<file path="config.mk">
export PLATFORM = sky130hd
export DESIGN_NAME = kmeans_ctrl_k3_d5
export DESIGN_NICKNAME = d
export VERILOG_FILES = /design/src/rtl/kmeans_ctrl_k3_d5.sv
export SDC_FILE = /design/constraint.sdc
export NUM_CORES = 2
export LEC_CHECK = 0
export CAP_MARGIN = 20
export CORE_MARGIN = 3
export CORE_UTILIZATION = 65
export CTS_CLUSTER_DIAMETER = 40
export CTS_CLUSTER_SIZE = 12
export DETAILED_ROUTE_END_ITERATION = 10
export DONT_BUFFER_PORTS = 1
export PLACE_DENSITY = 0.87
export SLEW_MARGIN = 40
export SYNTH_ARGS = -nofsm -noshare
export SYNTH_HDL_FRONTEND = slang
export SYNTH_SLANG_ARGS = --single-unit
</file>
<file path="constraint.sdc">
create_clock -name clk -period 15.5 [get_ports clk]
set_clock_uncertainty 0.05 [all_clocks]
set_input_delay 3.1 -clock clk [delete_from_list [all_inputs] [get_ports clk]]
set_output_delay 3.1 -clock clk [all_outputs]
set_load 0.01 [all_outputs]
</file>
<file path="src/rtl/kmeans_ctrl_k3_d5.sv">
// kmeans_ctrl_k3_d5: one k-means assignment/accumulation pass for K=3
// clusters over D=5 dimensions, wrapped around an external distance pipeline.
//
// Ports
//   clk, rst_n            clock, synchronous active-low reset
//   cfg_we/k/d/data       centroid register write (accepted in IDLE only)
//   start, num_points     begin a pass over num_points points (IDLE or DONE)
//   in_valid/in_ready     point stream handshake, in_data = 5 packed dims
//   pipe_centroids        all centroid registers, k-major (k*5+d)
//   pipe_data_in          in_data passed straight to the distance pipeline
//   pipe_sel/data_out     pipeline result: chosen centroid and echoed point
//   rd_k, rd_d            result read address
//   rd_sum, rd_cnt        per-cluster sums and counts (0 when out of range)
//   busy, done, sel_err   status: RUN/DRAIN, pass-complete pulse, bad sel seen
module kmeans_ctrl_k3_d5 #(
    parameter int input_data_width  = 16,
    parameter int centroid_id_width = 2,
    parameter int pipe_latency      = 7,
    parameter int acc_width         = 32,
    parameter int cnt_width         = 16
) (
    input  logic                            clk,
    input  logic                            rst_n,
    input  logic                            cfg_we,
    input  logic [1:0]                      cfg_k,
    input  logic [2:0]                      cfg_d,
    input  logic [input_data_width-1:0]     cfg_data,
    input  logic                            start,
    input  logic [cnt_width-1:0]            num_points,
    input  logic                            in_valid,
    output logic                            in_ready,
    input  logic [5*input_data_width-1:0]   in_data,
    output logic [15*input_data_width-1:0]  pipe_centroids,
    output logic [5*input_data_width-1:0]   pipe_data_in,
    input  logic [centroid_id_width-1:0]    pipe_sel,
    input  logic [5*input_data_width-1:0]   pipe_data_out,
    input  logic [1:0]                      rd_k,
    input  logic [2:0]                      rd_d,
    output logic [acc_width-1:0]            rd_sum,
    output logic [cnt_width-1:0]            rd_cnt,
    output logic                            busy,
    output logic                            done,
    output logic                            sel_err
);
    localparam int W = input_data_width;

    typedef enum logic [1:0] {ST_IDLE, ST_RUN, ST_DRAIN, ST_DONE} state_t;

    state_t                  state_q;
    logic [W-1:0]            cent_q  [15];
    logic [acc_width-1:0]    sum_q   [3][5];
    logic [cnt_width-1:0]    count_q [3];
    logic [cnt_width-1:0]    num_q;
    logic [cnt_width-1:0]    issued_q;
    logic [cnt_width-1:0]    issued_nxt;
    logic [pipe_latency-1:0] vld_sr;
    logic                    busy_q;
    logic                    done_q;
    logic                    sel_err_q;
    logic                    xfer;
    logic                    res_valid;

    assign in_ready     = (state_q == ST_RUN) && (issued_q < num_q);
    assign xfer         = in_valid && in_ready;
    assign issued_nxt   = issued_q + cnt_width'(xfer);
    assign res_valid    = vld_sr[pipe_latency-1];
    assign pipe_data_in = in_data;
    assign busy         = busy_q;
    assign done         = done_q;
    assign sel_err      = sel_err_q;

    always_comb begin
        pipe_centroids = '0;
        for (int unsigned i = 0; i < 15; i++)
            pipe_centroids[i*W +: W] = cent_q[i];
    end

    always_comb begin
        rd_sum = '0;
        rd_cnt = '0;
        for (int unsigned k = 0; k < 3; k++) begin
            if (rd_k == 2'(k)) begin
                rd_cnt = count_q[k];
                for (int unsigned d = 0; d < 5; d++)
                    if (rd_d == 3'(d))
                        rd_sum = sum_q[k][d];
            end
        end
    end

    always_ff @(posedge clk) begin
        if (!rst_n) begin
            state_q   <= ST_IDLE;
            num_q     <= '0;
            issued_q  <= '0;
            vld_sr    <= '0;
            busy_q    <= 1'b0;
            done_q    <= 1'b0;
            sel_err_q <= 1'b0;
            for (int unsigned i = 0; i < 15; i++)
                cent_q[i] <= '0;
            for (int unsigned k = 0; k < 3; k++) begin
                count_q[k] <= '0;
                for (int unsigned d = 0; d < 5; d++)
                    sum_q[k][d] <= '0;
            end
        end else begin
            // Valid tracker runs in every state so results line up with the
            // external pipeline regardless of FSM position.
            vld_sr <= {vld_sr[pipe_latency-2:0], xfer};
            done_q <= 1'b0;

            if (res_valid) begin
                if (pipe_sel >= centroid_id_width'(3))
                    sel_err_q <= 1'b1;
                for (int unsigned k = 0; k < 3; k++) begin
                    if (pipe_sel == centroid_id_width'(k)) begin
                        count_q[k] <= count_q[k] + cnt_width'(1);
                        for (int unsigned d = 0; d < 5; d++)
                            sum_q[k][d] <= sum_q[k][d]
                                + acc_width'(pipe_data_out[d*W +: W]);
                    end
                end
            end

            case (state_q)
                ST_IDLE, ST_DONE: begin
                    if (state_q == ST_IDLE && cfg_we)
                        for (int unsigned k = 0; k < 3; k++)
                            for (int unsigned d = 0; d < 5; d++)
                                if (cfg_k == 2'(k) && cfg_d == 3'(d))
                                    cent_q[k*5+d] <= cfg_data;
                    if (start) begin
                        state_q   <= ST_RUN;
                        busy_q    <= 1'b1;
                        num_q     <= num_points;
                        issued_q  <= '0;
                        sel_err_q <= 1'b0;
                        for (int unsigned k = 0; k < 3; k++) begin
                            count_q[k] <= '0;
                            for (int unsigned d = 0; d < 5; d++)
                                sum_q[k][d] <= '0;
                        end
                    end
                end
                ST_RUN: begin
                    issued_q <= issued_nxt;
                    // Compared after the increment, so a zero-point pass
                    // leaves RUN on its first cycle.
                    if (issued_nxt == num_q)
                        state_q <= ST_DRAIN;
                end
                ST_DRAIN: begin
                    if (vld_sr == '0) begin
                        state_q <= ST_DONE;
                        busy_q  <= 1'b0;
                        done_q  <= 1'b1;
                    end
                end
                default: state_q <= ST_IDLE;
            endcase
        end
    end
endmodule

</file>
After elaboration in Yosys (flattened, before gate mapping)

Memories as Yosys holds them, arrays and structs flattened.
Index checks and enable logic that the tools add are counted.

Memory bits (writable): 768
Memories kept: 3
Flip-flop bits (word level): 44
Output and inout port bits: 372

Memory list:

| name    | words | bits a word | read ports | clocked after memory_dff | wr ports | line | source |
|---|---|---|---|---|---|---|---|
| sum_q   | 3     | 160         | 3          | 0                        | 3        | 51   | `logic [acc_width-1:0] sum_q [3][5];` |
| cent_q  | 15    | 16          | 15         | 0                        | 15       | 50   | `logic [W-1:0] cent_q [15];` |
| count_q | 3     | 16          | 3          | 0                        | 3        | 52   | `logic [cnt_width-1:0] count_q [3];` |

Magnitude comparators: 2
Reductions and logical operators: 33
Add/subtract/negate cells: 19
Bitwise operators: 51
Mux-type cells: 178
Equal/unequal tests: 21

Operator list:

| kind                                                                  | number |
|---|---|
| 32-bit two-way mux                                                    | 48 |
| 32-bit by 16-bit adder with 32-bit output                             | 15 |
| 16-bit two-way mux                                                    | 25 |
| 1-bit two-way mux                                                     | 99 |
| 1-bit bitwise OR                                                      | 51 |
| 16-bit by 1-bit adder with 16-bit output, second input constant       | 3 |
| 16-bit case mux with 2 select lines                                   | 1 |
| 1-bit logical AND                                                     | 18 |
| 16-bit by 1-bit adder with 16-bit output                              | 1 |
| 16-bit equality test                                                  | 1 |
| 16-bit < comparator                                                   | 1 |
| 3-bit by 2-bit equality test with 1-bit output, second input constant | 4 |
| 2-bit equality test, second input constant                            | 5 |
| 2-bit by 1-bit equality test with 1-bit output, second input constant | 4 |
| 2-bit logical NOT                                                     | 4 |
| 7-bit logical NOT                                                     | 1 |
| 3-bit by 1-bit equality test with 1-bit output, second input constant | 2 |
| 3-bit equality test, second input constant                            | 2 |
| 3-bit logical NOT                                                     | 2 |
| 2-bit two-way mux                                                     | 3 |
| 2-bit case mux with 3 select lines                                    | 1 |
| 2-bit AND reduction                                                   | 3 |
| 3-bit AND reduction                                                   | 2 |
| 2-bit != test, second input constant                                  | 2 |
| other kinds (5)                                                       | 6 |

Logic depth before layout (Yosys ltp)

Word-level depth: 19
Depth in mapped cells: 19

Worst setup path before layout

No wires, ideal clock.

Path type: input to output
From: input port rd_d[0]
To: output port rd_sum[30]
Path buffers: 5
Arrival: 5.234 ns
Data required time: 12.350 ns
Path slack: 7.116 ns
Cell stages on the path: 8
Cells stage by stage: buf_2 -> buf_2 -> clkbuf_1 -> buf_2 -> clkbuf_1 -> mux4_2 -> a22oi_1 -> o221ai_1

Cells in the longest elaborated chain, start to end: 19
Elaborated cells between the ends (all ways): 23
Classes of those cells: eq/ne (4); mux (18); reduce/logical (1)

RTL lines:

| element                          | line | source |
|---|---|---|
| start, declared                  | 38   | `input logic [2:0] rd_d,` |
| 3-bit logical NOT                | 85   | `if (rd_d == 3'(d))` |
| 32-bit two-way mux (5 in series) | 85   |  |
| 32-bit two-way mux               | 82   | `if (rd_k == 2'(k)) begin` |
| 32-bit two-way mux (5 in series) | 85   |  |
| 32-bit two-way mux               | 82   |  |
| 32-bit two-way mux (5 in series) | 85   |  |
| 32-bit two-way mux *             | 82   |  |
| end, declared                    | 39   | `output logic [acc_width-1:0] rd_sum,` |

Mark *: on every way between the ends. The rest lies on a longest branch, timed or not.

Final worst setup path

From: input port rd_d[0]
To: output port rd_sum[11]

The elaborated chain is that of the path after synthesis.

==> summary.txt <==
Floorplanning
  – Initial Utilization: 0.661
  – Die ar.: 81200 sq um
  – Die Span X: 285 microns
  – Core box area: 76500 sq um
  – Num rows: 101
  – Die height: 285 microns
  – IO Pins: 581

Final layout
  – Non-filler instance count after layout: 6147
  – Commonest non-fill, non-tap cell in the layout: nor2_1
  – Nets@finish: 5500
  – Most frequent cells in the layout: nor2_1 (746), edfxtp_1 (720), nand2_1 (378)
  – Share of cells above drive strength 1: 0.0712
  – Layout Area Growth over Synthesis: 8.54%

CTS
  – CTS tree: yes
  – CTS root buffer: clkbuf_16
  – Clk buf depth: 3
  – Clk slew on worst S/H paths: 50 ps
  – Post-cts resize count: 0
  – Worst-Skew Late Latency: 710 ps
  – CTS Sinks: 812
  – H-tree levels: 3
  – Post-CTS Repair Setup Buffers: 0
  – Cts-stage hold buffer count: 0
  – Clock buffer count from CTS: 120

Worst setup path
  – WP buf/inv: 1
  – Crit path max-delay family: compound AO/OA/AOI/OAI gates
  – CP Capture Type: primary output
  – Crit-path cells: nor2_1, nand2_2, buf_4, o21a_1, o21ai_0, nand3_1, a2111o_1
  – R2r worst-path depth: 16
  – CP max stage delay: 630 ps
  – Startpoint Class: primary input
  – Worst-path fanout max: 126
  – CP max-delay cell: a2111o_1
  – CP Class: primary input to primary output
  – WP data arrival: 5460 ps
  – Number of cells on the critical path: 7
  – Data required time at the worst endpoint: 12350 ps

Power
  – Power Dens Cells: 137 nW/um^2
  – P_leak: 20.4 nW
  – VDD IR-drop max: 0.112 mV
  – Tot Pwr: 7.53 mW

Detailed routing
  – Post-DRT Antenna Nets: 0
  – Iteration-0 DRC Markers: 5638
  – Final wirelength: 167000 microns
  – Via Count: 43000
  – Detailed Routing Iterations Pass 1: 10
  – DRC: 0
  – Drt via density: 7.00
  – WL per Instance: 27.1 microns

Logic synthesis
  – Syn_area_per_cell: 9.82 sq um
  – Synthesized netlist net count: 5636
  – Cell Area, Synth: 50600 sq um
  – Distinct cells, synth: 89
  – Synth warnings: 0
  – Seq/Total Area, Yosys: 0.464
  – Post-synth EDFFs: 720
  – Yosys reg bits: 812
  – Main flop type after synthesis: edfxtp_1
  – FFs w/ async S/R, synth: 0
  – Cell count after synthesis: 5148

Global routing
  – GRT Resource Usage Total: 0.399
  – Gr ovfl total: 0
  – Initial antenna violation count: 3
  – First-pass GRT wire length: 247000 microns
  – Largest net degree at the start of global routing: 127
  – Number of global-route vias before repair: 39712

STA
  – Worst Max-Slew Pin Slew: 883 ps
  – Max-slew violation count: 0
  – Minimum clock period: 8610 ps
  – Final-report hold violation count: 0
  – Post-Route Setup TNS: 0 ps
  – Relative slew slack: 0.406
  – Final setup vio count: 0
  – Unrepaired setup endpoints after global routing: false
  – Final period util: 0.556
  – Worst setup margin: 6890 ps
  – Fmax achieved: 0.116 GHz

Hold path
  – Worst hold-check path type: register to register
  – Worst Hold Path Cells: 2

Placed design
  – Setup WS pre-CTS: 7040 ps
  – Input/output buffers: 0
  – Hpwl dp: 121000 microns
  – GP Congestion: 1.01
  – Cells after DPL: 5919

Run status
  – Status: completed

Flow run
  – Max cap viols: 0
==> metrics by stage <==
step	util	area [sq um]	hold slack [ps]
after detailed placement	0.666	50900	403
after floorplan	-	50600	376
final	0.718	54900	413
after CTS	0.716	54700	415
after global routing	0.717	54900	431
after global placement	0.664	50800	383
==> worst paths after layout <==
path	slack, ps	from	to
worst max-delay path	6890	rd_d[0]	rd_sum[11]
worst min-delay path	410	num_q[4]$_SDFFE_PN0P_	num_q[4]$_SDFFE_PN0P_
worst max register to register	9930	issued_q[9]$_SDFFE_PN0P_	state_q[1]$_SDFFE_PN0P_
worst min register to register	410	num_q[4]$_SDFFE_PN0P_	num_q[4]$_SDFFE_PN0P_
==> synthesized netlist by cell type (16+ instances only) <==
master,instances,area share
a211oi_1,56,0.0083
a21o_1,66,0.0098
a21oi_1,339,0.034
a22oi_1,54,0.0080
a31oi_1,16,0.0020
and2_1,39,0.0048
and3_1,90,0.011
and4_1,19,0.0033
buf_1,16,0.0012
buf_4,82,0.012
clkbuf_1,185,0.014
dfxtp_1,92,0.036
edfxtp_1,720,0.43
ha_1,264,0.065
inv_1,130,0.0097
mux2i_1,85,0.017
mux4_2,43,0.019
nand2_1,391,0.029
nand2b_1,39,0.0048
nand3_1,151,0.015
nand3b_1,24,0.0036
nand4_1,47,0.0058
nor2_1,751,0.056
nor2b_1,63,0.0078
nor3_1,135,0.013
nor3b_1,26,0.0039
nor4_1,19,0.0024
o211ai_1,56,0.0083
o21a_1,78,0.012
o21ai_0,337,0.033
o221ai_1,32,0.0055
o31a_1,18,0.0031
o31ai_1,24,0.0036
or3_1,123,0.015
or4_1,17,0.0025
xnor2_1,174,0.030
xor2_1,124,0.021
==> power breakdown <==
group / internal [mW] / switching, mW / total [mW]
Sequential: 2.75 / 0.363 / 3.11
Clock: 1.57 / 1.06 / 2.63
Combinational: 0.655 / 1.14 / 1.79
==> logic make-up (layout without fill, tap and decap cells) <==
logic type | Yosys count | count (layout) | synth area share
compound gates | 1231 | 1231 | 0.154
simple gates | 1970 | 1970 | 0.185
xor+xnor | 298 | 298 | 0.0516
fa+ha+maj | 279 | 279 | 0.0713
mux | 130 | 130 | 0.0364
other cells | 0 | 8 | 0
flops | 812 | 812 | 0.464
buf+inv | 428 | 389 | 0.0382
==> layer usage <==
metal,global-route usage,routed length [microns],vias to the layer above
met5,0,0,-
met4,0.241,12900,0
met3,0.128,21900,673
met2,0.590,71000,2939
met1,0.515,60900,20586
li1,-,-,18802
==> state kept, by name, summed over array words and instances, names as in the netlist <==
register	cells
state_q	2
issued_q	16
busy	1
vld_sr	7
cent_q	240
done	1
num_q	16
count_q	48
sum_q	480
sel_err	1
==> worst min-delay path: cells and delay by family (launching register included) <==
family	cells	cell delay [ps]
compound gates	1	50
flops	1	310
simple gates	1	50
==> layout make-up <==
class	instances	area, sq um
multi-input cells	3908	25400
flip-flops and latches	812	23500
fillers	5368	21600
clock buffers	145	3190
well taps	1030	1290
clock inverters	74	667
inverters	131	500
repair buffers	39	334
diodes	8	20.0
(Power assumes the default switching activity.)
